[src/rtl/sine_pkg.sv]
// Shared sine generator/analyser definitions.
package sine_pkg;

    localparam int SINE_SIZE = 8;
    localparam logic [SINE_SIZE-1:0] MIDPOINT = 8'd128;

    typedef enum logic [1:0] {
        SEARCH,
        MEASURE,
        TRACK
    } ana_state_e;

endpackage

[src/rtl/sine_crossing_detect.sv]
// Rising mid-level crossing detector with hysteresis re-arm.
module sine_crossing_detect
    import sine_pkg::*;
#(
    parameter int HYST = 4
) (
    input  logic                 clock,
    input  logic                 reset,
    input  logic                 sample_valid,
    input  logic [SINE_SIZE-1:0] sample,
    input  logic                 clear,
    output logic                 crossing
);

    localparam logic [SINE_SIZE-1:0] ARM_LEVEL =
        SINE_SIZE'(int'(MIDPOINT) - HYST);

    logic armed_q;
    logic armed_d;

    assign crossing = armed_q && (sample >= MIDPOINT);

    always_comb begin
        armed_d = armed_q;
        if (sample_valid) begin
            if (crossing || clear) begin
                armed_d = 1'b0;
            end else if (sample <= ARM_LEVEL) begin
                armed_d = 1'b1;
            end
        end
    end

    always_ff @(posedge clock or posedge reset) begin
        if (reset) begin
            armed_q <= 1'b0;
        end else begin
            armed_q <= armed_d;
        end
    end

endmodule

[src/rtl/sine_period_analyser.sv]
// Measures period, peak and trough of the sine sample stream; flags lock.
module sine_period_analyser
    import sine_pkg::*;
#(
    parameter int HYST       = 4,
    parameter int CNT_W      = 16,
    parameter int MAX_PERIOD = 1023,
    parameter int PERIOD_TOL = 1
) (
    input  logic                 clock,
    input  logic                 reset,
    input  logic                 sample_valid,
    input  logic [SINE_SIZE-1:0] sample,
    output logic [CNT_W-1:0]     period,
    output logic [SINE_SIZE-1:0] peak,
    output logic [SINE_SIZE-1:0] trough,
    output logic                 meas_valid,
    output logic                 locked
);

    ana_state_e state_q, state_d;
    logic [CNT_W-1:0]     cnt_q, cnt_d;
    logic [CNT_W-1:0]     prev_period_q, prev_period_d;
    logic [SINE_SIZE-1:0] run_max_q, run_max_d;
    logic [SINE_SIZE-1:0] run_min_q, run_min_d;
    logic [CNT_W-1:0]     period_q, period_d;
    logic [SINE_SIZE-1:0] peak_q, peak_d;
    logic [SINE_SIZE-1:0] trough_q, trough_d;
    logic                 meas_valid_q, meas_valid_d;
    logic                 locked_q, locked_d;

    logic                 crossing;
    logic                 timeout;
    logic signed [CNT_W:0] diff;
    logic [CNT_W:0]       abs_diff;
    logic                 in_tol;

    sine_crossing_detect #(
        .HYST(HYST)
    ) u_detect (
        .clock       (clock),
        .reset       (reset),
        .sample_valid(sample_valid),
        .sample      (sample),
        .clear       (timeout),
        .crossing    (crossing)
    );

    assign timeout = sample_valid && !crossing && (state_q != SEARCH)
                   && (cnt_q == CNT_W'(MAX_PERIOD));

    assign diff     = $signed({1'b0, cnt_q}) - $signed({1'b0, prev_period_q});
    assign abs_diff = (diff < 0) ? $unsigned(-diff) : $unsigned(diff);
    assign in_tol   = (abs_diff <= (CNT_W + 1)'(PERIOD_TOL))
                   && (prev_period_q != '0);

    always_comb begin
        state_d       = state_q;
        cnt_d         = cnt_q;
        prev_period_d = prev_period_q;
        run_max_d     = run_max_q;
        run_min_d     = run_min_q;
        period_d      = period_q;
        peak_d        = peak_q;
        trough_d      = trough_q;
        meas_valid_d  = 1'b0;
        locked_d      = locked_q;
        if (sample_valid) begin
            unique case (state_q)
                SEARCH: begin
                    if (crossing) begin
                        state_d   = MEASURE;
                        cnt_d     = CNT_W'(1);
                        run_max_d = sample;
                        run_min_d = sample;
                    end
                end
                MEASURE, TRACK: begin
                    if (crossing) begin
                        period_d      = cnt_q;
                        peak_d        = run_max_q;
                        trough_d      = run_min_q;
                        meas_valid_d  = 1'b1;
                        locked_d      = (state_q == TRACK) && in_tol;
                        prev_period_d = cnt_q;
                        cnt_d         = CNT_W'(1);
                        run_max_d     = sample;
                        run_min_d     = sample;
                        state_d       = TRACK;
                    end else if (timeout) begin
                        state_d       = SEARCH;
                        locked_d      = 1'b0;
                        prev_period_d = '0;
                        cnt_d         = '0;
                    end else begin
                        cnt_d = cnt_q + CNT_W'(1);
                        if (sample > run_max_q) run_max_d = sample;
                        if (sample < run_min_q) run_min_d = sample;
                    end
                end
                default: state_d = SEARCH;
            endcase
        end
    end

    always_ff @(posedge clock or posedge reset) begin
        if (reset) begin
            state_q       <= SEARCH;
            cnt_q         <= '0;
            prev_period_q <= '0;
            run_max_q     <= '0;
            run_min_q     <= '1;
            period_q      <= '0;
            peak_q        <= '0;
            trough_q      <= '0;
            meas_valid_q  <= 1'b0;
            locked_q      <= 1'b0;
        end else begin
            state_q       <= state_d;
            cnt_q         <= cnt_d;
            prev_period_q <= prev_period_d;
            run_max_q     <= run_max_d;
            run_min_q     <= run_min_d;
            period_q      <= period_d;
            peak_q        <= peak_d;
            trough_q      <= trough_d;
            meas_valid_q  <= meas_valid_d;
            locked_q      <= locked_d;
        end
    end

    assign period     = period_q;
    assign peak       = peak_q;
    assign trough     = trough_q;
    assign meas_valid = meas_valid_q;
    assign locked     = locked_q;

endmodule
[config.mk]
export PLATFORM = sky130hd
export DESIGN_NAME = sine_period_analyser
export DESIGN_NICKNAME = d
export VERILOG_FILES = /design/src/rtl/sine_pkg.sv /design/src/rtl/sine_crossing_detect.sv /design/src/rtl/sine_period_analyser.sv
export SDC_FILE = /design/constraint.sdc
export NUM_CORES = 1
export LEC_CHECK = 0
export ABC_CLOCK_PERIOD_IN_PS = 4300
export CORE_MARGIN = 1
export CORE_UTILIZATION = 59
export DETAILED_ROUTE_END_ITERATION = 10
export PLACE_DENSITY = 0.81
export RECOVER_POWER = 50
export REMOVE_ABC_BUFFERS = 1
export SLEW_MARGIN = 20
export SYNTH_ARGS = -nofsm -noshare
export SYNTH_HDL_FRONTEND = slang
export SYNTH_SLANG_ARGS = --single-unit
[constraint.sdc]
create_clock -name clock -period 4.3 [get_ports clock]
set_input_delay 0.645 -clock clock [delete_from_list [all_inputs] [get_ports clock]]
set_output_delay 0.645 -clock clock [all_outputs]
set_load 0.01 [all_outputs]
==> flow_summary.yaml <==
synth:
  yosysSeqAreaShare: 0.4050
  synth_seq_cells: 85
  yosys.area.top_type: "dfrtp_1"
  synth-main-ff-cell: "dfrtp_1"
  syn_inst: 589
  synthTopCellsByArea: "dfrtp_1 37%, ha_1 8.5%, nand2_1 8.3%, o21ai_0 4.6%, dfstp_2 4.0%"
  syn_area_um2: 5276
  synth_area_per_cell_um2: 8.958
  synth_edf_count: 0
  yosysTopAreaCellShare: 0.3652
  synth-warning-count: 0
  ys_types: 75
  async_flop_share: 1.000
detailed_routing:
  vias_per_cell: 5.992
  drt_iter0_drc: 239
  ant_nets: 0
  vias: 4434
  drtPass1Iterations: 5
  wl_mm: 12.17
  wl_per_cell_um: 16.45
  drcViolationCount: 0
cells_and_area:
  area_growth_pct: 14.23
  diodes: 0
  regArea_um2: 2137
  fillers: 676
  final_common_cell: "nand2_1"
  final_cell_mix: "117 x nand2_1, 77 x dfrtp_1, 49 x o21ai_0"
  multi_input_area_um2: 2894
  final_nets: 675
  fin_util: 0.6945
  layout-drive-gt1-share: 0.1060
sta:
  finClkSkew_ns: 0.01941
  fin_crit_sh: 0.8140
  final_max_slew_viol_count: 47
  period_needed_ns: 3.500
  fin_setup_tns_ns: 0
  hold_viol: 0
  grt_setup_unrepaired: "false"
  finalSetupViolations: 0
  fmax_mhz: 285.7
  slew_headroom: -0.3721
  tightest_slew_ns: 2.047
clock_tree:
  clk_path_buf_depth: 2
  cts.sinks: 85
  ctsResizeCount: 0
  cts_hold_buffers: 0
  clockRootBuffer: "clkbuf_8"
  htreeDepth: 3
  clock_latency_ns: 0.36
  clk_pin_slew_worst_paths_ns: 0.09
  cts_buffers: 9
  cts_tree: "yes"
  post_cts_buffers: 0
critical_path:
  cp.required_ns: 4.54
  critPathSlowestCell: "a222oi_1"
  ff2ff_path_depth: 12
  max_stage_delay_ns: 0.43
  crit_path_max_fanout: 5
  worst_ep_arrival_time_ns: 3.74
  startpoint_type: "register"
  critPathTopFamily: "compound AO/OA/AOI/OAI gates"
  timing.rr.start: "cnt_q[0]$_DFFE_PP0P_"
  timing.rr.end: "locked$_DFFE_PP0P_"
  path_cells: "inv_1 > ha_1 > fa_1 > nor2b_1 > o2111a_1 > o21ai_0 > a222oi_1 > nand4_1 > a2111oi_2 > nor3b_1 > a211o_1 > a32o_1"
  critPathKind: "register to register"
  crit_buf_inv: 1
  ff2ff_setup_slack_ns: 0.80
  end_kind: "register"
global_routing:
  grt.overflow.total: 0
  grt.total_usage: 0.2816
  grt_pass1_vias: 4261
  grt_max_degree: 53
  antenna_found_initial: 0
  grt_pass1_wl_mm: 19.97
hold_path:
  hold_depth: 2
  min_path_type: "register to register"
  hp-start: "period[5]$_DFFE_PP0P_"
  hold_end: "period[5]$_DFFE_PP0P_"
placement:
  dp_hpwl_mm: 9.156
  gp_congestion: 0.9300
  portBuffers: 44
die:
  die_h_um: 96.57
  core_um2: 8678
  pin_count: 45
  start_util: 0.6080
  die_w_um: 96.57
  die_area_um2: 9325
  fp-row-count: 34
run:
  maxCapViolCount: 1
power:
  power.density_nw_per_um2: 686.0
  p_leak_nw: 2.961
  irDropWorstVdd_v: 0.0003754
outcome:
  violations: "capacitance limit, slew limit"
  status: "finished with violations"
## synth_stat cells, drive strengths merged (4+ instances only)
cell type  number
clkbuf         15
xnor2           8
nor4            8
nor2b           4
dfstp           8
xor2           10
nor3            4
ha             36
or2             6
nand3          21
inv            41
o21a            4
nand2b          4
and2            5
nand4           8
dfrtp          77
nor2           33
nand2         119
o2111ai         4
and3            9
a211oi          4
and4            4
a21o            9
mux2           16
or3             5
o21ai          54
buf             4
a21oi          21
nor3b           4
## report_power, final
group          total, W  switching [W]  leakage, nW  internal, W
Clock          0.000700       0.000294        0.124     0.000405
Sequential      0.00114       0.000122         1.11      0.00102
Combinational   0.00229        0.00126         1.73      0.00103
## per-layer routing
metal / part of all wire / vias to the layer above / wire (µm) / global-route usage
met5: 0 / - / 0 / 0
met4: 0.026 / 0 / 321 / 0.1127
met3: 0.037 / 26 / 445 / 0.04930
met2: 0.51 / 94 / 6148 / 0.4859
met1: 0.43 / 2167 / 5256 / 0.3496
li1: - / 2147 / - / -
## through the flow
stage | power [W] | hold WS, ns | instance area [µm²] | std cells | setup WS, ns
after detailed placement | 0.003463 | 0.4612 | 5781 | 724 | 0.7494
after global routing | 0.004451 | 0.5120 | 6027 | 740 | 0.5144
after CTS | 0.004175 | 0.4835 | 6030 | 740 | 0.8266
final | 0.004135 | 0.4707 | 6027 | 740 | 0.7998
after floorplan | 0.002855 | 0.4593 | 5189 | 570 | 1.244
after global placement | 0.003376 | 0.4600 | 5781 | 724 | 0.9550
## layout make-up
| class | count | share of cell area |
|---|---|---|
| clock buffer | 11 | 0.02346 |
| clock inverter | 5 | 0.01785 |
| inverter | 42 | 0.02636 |
| multi-input combinational | 443 | 0.4802 |
| sequential | 85 | 0.3546 |
| tap | 108 | 0.02242 |
| timing repair buffer | 46 | 0.07515 |
## worst min-delay path: stages (launching register included)
cell,delay (ns)
dfrtp_1,0.34
nand2_1,0.05
nand2_1,0.05
## worst max path at each step
stage                               from                        to  slack, ns  depth (start not counted)
floorplan           cnt_q[0]$_DFFE_PP0P_        locked$_DFFE_PP0P_       1.24                         12
global placement               sample[1]  run_min_q[0]$_DFFE_PP1P_       0.95                         10
detailed placement             sample[1]  run_min_q[5]$_DFFE_PP1P_       0.75                         10
CTS                 cnt_q[0]$_DFFE_PP0P_        locked$_DFFE_PP0P_       0.83                         12
global route        cnt_q[0]$_DFFE_PP0P_        locked$_DFFE_PP0P_       0.51                         12
finish              cnt_q[0]$_DFFE_PP0P_        locked$_DFFE_PP0P_       0.80                         12
## registers in the layout, indices dropped and copies added (netlist names)
register,count
cnt_q,16
locked,1
meas_valid,1
peak,8
period,16
prev_period_q,16
run_max_q,8
run_min_q,8
state_q,2
trough,8
u_detect.armed_q,1
## logic make-up after synthesis
group,share of synthesized area
AND/OR/NAND/NOR,0.2215
XOR/XNOR,0.03699
buffers and inverters,0.04648
adder cells (fa/ha/maj),0.08916
multiplexers,0.03415
flip-flops,0.4050
AO/OA/AOI/OAI,0.1667
Note: power is estimated with default switching activity, not from simulation.
==> edit, RTL diff (same settings) <==
One comparison of `cnt_q` changes from == to >=.
--- a/src/rtl/sine_period_analyser.sv
+++ b/src/rtl/sine_period_analyser.sv
@@ -47,7 +47,7 @@
     );
 
     assign timeout = sample_valid && !crossing && (state_q != SEARCH)
-                   && (cnt_q == CNT_W'(MAX_PERIOD));
+                   && (cnt_q >= CNT_W'(MAX_PERIOD));
 
     assign diff     = $signed({1'b0, cnt_q}) - $signed({1'b0, prev_period_q});
     assign abs_diff = (diff < 0) ? $unsigned(-diff) : $unsigned(diff);
Check against the original RTL: same outputs for any inputs over 4 cycles, from zero or initial values and one cycle with reset high; that may be too few to reach the edited logic, so the function may still have changed.
==> edit against the unedited design <==
  * The flow still finishes with violations (max-capacitance violations, max-slew violations)
  * Routed wire length shrank 2.4%
  * Area after synthesis hardly changed
  * Power decreased by 2.3%
  * Critical endpoint unchanged
  * Die area hardly changed
  * Cell area fell by 0.50%
  * Non-clock buffer count increased by 2
  * Combinational power is 2% lower
  * Setup slack gained 0.12 ns
  * Via count fell by 0.54%
  * Sequential cell count did not move
==> edit: results (changes against the unedited design) <==
Route:
- The routed via count divided by cell count is 5.992 (about the same).
- The violation count after the first detailed-routing iteration is 200 (was 239).
- The total iterations of the first detailed-routing run is 4 (was 5).
- The routed length per instance came to 16.14 um (was 16.45 um).
- The overall routed net length is 11880 um (was 12170 um).

Cells and area:
- The final core utilization is 69.10% (was 69.45%).
- The number of nets in the layout is 671 (was 675).
- The fill cell instance count of the final layout is 715 (was 676).

Global routing:
- The all-layer global routing usage was 27.59% (was 28.16%).
- The number of global-route vias before repair came to 4344 (was 4261).
- The global-route wire length before repair is 19730 um (was 19970 um).
- The global-route track usage on met3 is 4.460% (was 4.930%).
- The met2 track utilization from global routing came to 48.53% (was 48.59%).

Logic synthesis:
- The mean area per synthesized cell is 9.039 um2 (was 8.958 um2).
- The number of distinct library cells after synthesis is 80 (was 75).
- Cell types occupying the most area after synthesis: sky130_fd_sc_hd__dfrtp_1, sky130_fd_sc_hd__ha_1, sky130_fd_sc_hd__nand2_1 (unchanged).
- Most used standard cells in the synthesized netlist: sky130_fd_sc_hd__nand2_1, sky130_fd_sc_hd__dfrtp_1, sky130_fd_sc_hd__o21ai_0, sky130_fd_sc_hd__inv_1, sky130_fd_sc_hd__ha_1 (unchanged).

Place:
- The worst-case setup slack after placement came to 0.9193 ns (was 0.7494 ns).
- The placed cell count is 720 (was 724).
- The post-placement cell area is 5777 um2 (was 5781 um2).
- The detailed-placement wirelength estimate is 8681 um (was 9156 um).

Critical path:
- The maximum fanout count along the critical path is 6 (was 5).
- The worst endpoint data arrival time came to 3.68 ns (was 3.74 ns).
- The critical path's largest stage delay is 0.40 ns (was 0.43 ns).

Power and ir drop:
- The worst supply voltage drop on vdd came to 0.3843 mV (was 0.3754 mV).
- The standby leakage power is 2.880 nW (was 2.961 nW).
- The cell-internal power came to 2.308 mW (was 2.455 mW).

Status:
- Outcome: complete, but fails checks (unchanged).
- Failing checks: max-capacitance violations, max-slew violations (unchanged).

STA:
- The headroom to the max-slew limit is -69.41% (was -37.21%).
- The final number of max-transition violations is 111 (was 47).

Job:
- The count of maximum capacitance violations is 2 (was 1).
edit: worst paths after layout:
kind                                  from    endpoint  cells past startpoint
worst max-delay path              cnt_q[0]      locked                     12
worst min register to register  period[14]  period[14]                      2
worst min-delay path            period[14]  period[14]                      2
max in group asynchronous            reset   cnt_q[13]                      3
worst max register to register    cnt_q[0]      locked                     12
min in group asynchronous            reset     peak[2]                      2
edit: routing by layer:
| layer | wire (um) | share of wire (%) |
|---|---|---|
| met5 | 0 | 0 |
| met4 | 252 | 2.1 |
| met3 | 409 | 3.4 |
| met2 | 6082 | 51 |
| met1 | 5138 | 43 |
edit: cell type report:
class	instances	area share [%]
clock buffers	9	2.066
clock inverters	7	1.711
inverters	38	2.399
multi-input cells	441	48.20
flip-flops and latches	85	35.64
well taps	108	2.253
repair buffers	48	7.740
edit: cells by family after synthesis:
family	Yosys count	synth area share (%)
compound gates	123	16.33
xor+xnor	15	2.631
fa+ha+maj	37	8.912
buf+inv	58	4.764
flops	85	40.48
mux	20	4.219
simple gates	246	22.66
edit: worst register-to-register path: stages, from the launching register on:
cell and delay, ns:
sky130_fd_sc_hd__dfrtp_1 0.39, sky130_fd_sc_hd__inv_1 0.10, sky130_fd_sc_hd__ha_1 0.24, sky130_fd_sc_hd__fa_1 0.40
sky130_fd_sc_hd__and2b_1 0.24, sky130_fd_sc_hd__o22ai_1 0.10, sky130_fd_sc_hd__xnor2_1 0.19, sky130_fd_sc_hd__nor3_1 0.35
sky130_fd_sc_hd__nand4_2 0.24, sky130_fd_sc_hd__mux2i_1 0.18, sky130_fd_sc_hd__o32a_1 0.32, sky130_fd_sc_hd__a2111oi_4 0.35
sky130_fd_sc_hd__a32o_1 0.21
